===== src/rtl/booth_mult_unit.sv =====
// booth_mult_unit: multicycle signed 32x32 radix-2 Booth multiplier.
// Returns the low 32 bits of the product and a flag that is set when the
// full signed product does not fit in 32 bits. One iteration per clock.
module booth_mult_unit #(
  parameter int ITER = 32
) (
  input  logic        clock,
  input  logic        reset,
  input  logic        ctrl_MULT,
  input  logic [31:0] data_operandA,
  input  logic [31:0] data_operandB,
  output logic [31:0] data_result,
  output logic        data_exception,
  output logic        data_resultRDY,
  output logic        busy
);

  localparam int CW = 5;

  typedef enum logic [1:0] {
    S_IDLE = 2'd0,
    S_BUSY = 2'd1,
    S_DONE = 2'd2
  } state_t;

  state_t        state_q, state_d;
  logic [63:0]   acc_q, acc_d;
  logic [63:0]   mcand_q, mcand_d;
  logic [31:0]   mplier_q, mplier_d;
  logic          prev_q, prev_d;
  logic [CW-1:0] count_q, count_d;
  logic [31:0]   result_q, result_d;
  logic          exc_q, exc_d;
  logic          rdy_q, rdy_d;
  logic          busy_q, busy_d;
  logic [63:0]   acc_step;

  // Booth decode of the current multiplier bit pair: add, subtract or keep.
  always_comb begin
    acc_step = acc_q;
    case ({mplier_q[0], prev_q})
      2'b01:   acc_step = acc_q + mcand_q;
      2'b10:   acc_step = acc_q - mcand_q;
      default: acc_step = acc_q;
    endcase
  end

  // Next-state and datapath update; a start pulse overrides everything and
  // (re)loads the operands, which also covers abort in BUSY and restart in DONE.
  always_comb begin
    state_d  = state_q;
    acc_d    = acc_q;
    mcand_d  = mcand_q;
    mplier_d = mplier_q;
    prev_d   = prev_q;
    count_d  = count_q;
    result_d = result_q;
    exc_d    = exc_q;

    case (state_q)
      S_IDLE: state_d = S_IDLE;
      S_BUSY: begin
        acc_d    = acc_step;
        mcand_d  = {mcand_q[62:0], 1'b0};
        prev_d   = mplier_q[0];
        mplier_d = {1'b0, mplier_q[31:1]};
        count_d  = count_q + {{(CW-1){1'b0}}, 1'b1};
        if (count_q == CW'(ITER - 1)) begin
          state_d  = S_DONE;
          result_d = acc_step[31:0];
          // Fits in 32 signed bits only if bits 63..31 are a pure sign extension.
          exc_d    = ~((&acc_step[63:31]) | ~(|acc_step[63:31]));
        end
      end
      S_DONE:  state_d = S_IDLE;
      default: state_d = S_IDLE;
    endcase

    if (ctrl_MULT) begin
      state_d  = S_BUSY;
      acc_d    = 64'd0;
      mcand_d  = {{32{data_operandA[31]}}, data_operandA};
      mplier_d = data_operandB;
      prev_d   = 1'b0;
      count_d  = '0;
    end
  end

  // Status outputs are registered copies of the upcoming state.
  always_comb begin
    busy_d = (state_d == S_BUSY);
    rdy_d  = (state_d == S_DONE);
  end

  // State and datapath registers with asynchronous clear.
  always_ff @(posedge clock or posedge reset) begin
    if (reset) begin
      state_q  <= S_IDLE;
      acc_q    <= 64'd0;
      mcand_q  <= 64'd0;
      mplier_q <= 32'd0;
      prev_q   <= 1'b0;
      count_q  <= '0;
      result_q <= 32'd0;
      exc_q    <= 1'b0;
      rdy_q    <= 1'b0;
      busy_q   <= 1'b0;
    end else begin
      state_q  <= state_d;
      acc_q    <= acc_d;
      mcand_q  <= mcand_d;
      mplier_q <= mplier_d;
      prev_q   <= prev_d;
      count_q  <= count_d;
      result_q <= result_d;
      exc_q    <= exc_d;
      rdy_q    <= rdy_d;
      busy_q   <= busy_d;
    end
  end

  assign data_result    = result_q;
  assign data_exception = exc_q;
  assign data_resultRDY = rdy_q;
  assign busy           = busy_q;

endmodule


===== config.mk =====
export PLATFORM = sky130hd
export DESIGN_NAME = booth_mult_unit
export DESIGN_NICKNAME = d
export VERILOG_FILES = /design/src/rtl/booth_mult_unit.sv
export SDC_FILE = /design/constraint.sdc
export NUM_CORES = 1
export LEC_CHECK = 0
export CAP_MARGIN = 5
export CORE_UTILIZATION = 50
export DETAILED_ROUTE_END_ITERATION = 10
export GPL_ROUTABILITY_DRIVEN = 0
export MAX_ROUTING_LAYER = met4
export PLACE_DENSITY_LB_ADDON = 0.08
export SETUP_SLACK_MARGIN = 0.2
export SYNTH_ARGS = -nofsm -noshare
export SYNTH_HDL_FRONTEND = slang
export SYNTH_SLANG_ARGS = --single-unit
export TNS_END_PERCENT = 20

===== constraint.sdc =====
create_clock -name clock -period 7.2 [get_ports clock]
set_clock_uncertainty 0.05 [all_clocks]
set_input_delay 1.44 -clock clock [delete_from_list [all_inputs] [get_ports clock]]
set_output_delay 1.44 -clock clock [all_outputs]
set_load 0.005 [all_outputs]

==> metrics.yaml <==
worst_hold_path:
  holdPathStages: 2
  min_path_type: "reg -> reg"
  hold_start: "data_result[29]"
  whs_endpoint: "data_result[29]"
die:
  ios: 102
  die_w_microns: 175
  fp-row-count: 62
  dieArea_sq_mm: 0.0305
  core_sq_mm: 0.0290
  start_util: 0.513
  die_h_microns: 175
yosys:
  ys_async_sr_fraction: 1.00
  yosys.area.top_type: "dfrtp_1"
  synth_edf_count: 0
  ys_seq_elements: 203
  ys_types: 83
  ys.flop_type: "dfrtp_1"
  syn_area_per_cell_sq_um: 7.98
  yosysSeqAreaShare: 0.341
  syn_inst: 1865
  synth_nets: 2000
  ys_top_cells_by_area: "dfrtp_1 (34%), nand2_1 (7.9%), a21oi_1 (5.7%), o21ai_0 (5.7%), ha_1 (5.6%)"
  syn_area_sq_mm: 0.0149
  yosys_warnings: 0
  netlist.area_leader.share: 0.341
timing:
  rsz0062_at_grt: "false"
  fin_crit_sh: 0.842
  fin_crit_ns: 6.06
  tns_ns: 0
  drv_slew: 0
  maxSlewHeadroom: 0.222
  finalSetupViolations: 0
  timing.fmax_mhz: 165
  hold_violations: 0
  worst_slew_pin_slew_ns: 1.16
clock_network:
  cts_resized: 0
  clockBufferDepth: 3
  cts_tree: "done"
  clkSlewWorstSetupHoldPaths_ns: 0.06
  post_cts_buffers: 0
  htreeDepth: 1
  cts-root-buf: "clkbuf_16"
  cts_hold_buf: 0
  clk_latency_ns: 0.53
  cts_inserted_buffers: 24
  clock_sinks: 203
worst_setup_path:
  critical_path_class: "reg -> reg"
  r2r-end: "data_exception"
  r2r_cells: 22
  r2r-start: "mcand_q[2]"
  cp.required_ns: 7.57
  cp-end-kind: "flip-flop"
  start_kind: "flip-flop"
  r2r_slack_ns: 1.14
  crit_fanout: 7
  critPathLaunch: "mcand_q[2]"
  arrival_ns: 6.43
drt:
  drcViolationCount: 0
  num_vias: 13700
  wirelength_microns: 42700
  firstDrtPassIters: 8
  vias_per_cell: 5.99
  drt_iter0_markers: 1236
  wl_per_cell_microns: 18.6
  ant_nets: 0
grt:
  antenna_found_initial: 0
  grtUsageTotal: 0.293
  grt_max_degree: 113
  grt_pass1_wl_microns: 69600
  grt_pass1_vias: 12900
  grt-ovfl-total: 0
power:
  leakage_nw: 7.15
  ir_drop_v: 0.000130
  powerDensity_mw_per_mm2: 328
place:
  placed_cells_incl_taps: 2253
  io_buffers: 101
  dp_hpwl_microns: 31600
finish:
  final_common_cell: "nand2_1"
  final_core_util: 0.582
  most-common-layout-cells: "nand2_1 (311), nor2_1 (205), dfrtp_1 (203)"
  drive_above_1_share: 0.0581
  antenna_cells: 0
  fin_nets: 2030
  final_cells: 2293
  syn_to_final_growth_pct: 13.3
run_status:
  status: "finished clean"
flow_run:
  maxCapViolCount: 0
## worst max path at each step
stage,end,slack [ns],depth (start not counted)
global route,data_exception,0.71,22
CTS,data_exception,1.25,22
global placement,data_exception,1.40,22
floorplan,data_exception,2.16,22
detailed placement,data_exception,1.29,22
finish,data_exception,1.14,22
## logic make-up (layout without fill, tap and decap cells)
family | Yosys count | count (layout) | share of synthesized area
buffers and inverters | 141 | 185 | 0.0372
multiplexers | 86 | 86 | 0.0583
AND/OR/NAND/NOR | 701 | 701 | 0.213
flip-flops | 203 | 203 | 0.341
adder cells (fa/ha/maj) | 68 | 68 | 0.0577
AO/OA/AOI/OAI | 549 | 549 | 0.224
XOR/XNOR | 117 | 117 | 0.0688
## sequential cells by signal (all words and copies together), names as in the netlist
register        cells
busy                1
data_result        32
prev_q              1
mplier_q           32
state_q             2
count_q             5
acc_q              64
data_resultRDY      1
data_exception      1
mcand_q            64
## area by class of cell
cell class                 count  area [sq um]
fill                        2698         12100
tap                          384           480
clock inverter                 5          55.1
inverter                      32           124
sequential                   203          5080
clock buffer                  35           743
multi-input combinational   1521          9270
timing repair buffer         113          1110
## synth_stat cells, drive strengths merged, types with 29 or more instances
cell,instances
a211oi,43
a21oi,176
a31oi,44
clkbuf,93
dfrtp,203
ha,67
inv,31
mux2i,80
nand2,318
nand4,29
nor2,206
nor3,48
o21ai,185
xnor2,83
xor2,34
## power by group
part	switching (W)	total [W]	internal, W
Clock	0.000500	0.00124	0.000744
Combinational	0.00178	0.00279	0.00101
Sequential	0.000189	0.00150	0.00131
Total	0.00247	0.00553	0.00307
## critical path, cell delays in order (launching register included)
cell,delay [ns]
dfrtp_1,0.44
or4_1,0.58
nor3_2,0.19
nand2_1,0.24
nor4_4,0.39
nand2_1,0.15
nor2_1,0.25
nand2_1,0.13
nor4_1,0.22
nor2_1,0.08
xnor2_1,0.14
ha_1,0.36
a21oi_1,0.19
o21ai_0,0.16
or3_1,0.39
o31ai_1,0.44
o21ai_1,0.20
xnor2_1,0.26
o21ai_0,0.16
nand3b_1,0.20
nor4_1,0.28
o2111ai_1,0.18
o211a_1,0.24
## layer usage
layer  global-route usage  vias to the layer above  wire (microns)
met5                    -                        -               0
met4               0.0822                        0            1180
met3               0.0407                       81            3180
met2                0.420                      533           17900
met1                0.427                     6419           20400
li1                     -                     6693               -
## stage by stage
stage	worst slack, ns	hold WS (ns)	power, W	instance area (sq um)
CTS	1.25	0.433	0.00549	16900
floorplan	2.16	0.423	0.00351	14900
detailed placement	1.29	0.420	0.00422	16100
global route	0.710	0.462	0.00590	16900
finish	1.14	0.425	0.00553	16900
global placement	1.40	0.411	0.00419	16100
No activity file was read; power rests on OpenSTA's default activity.
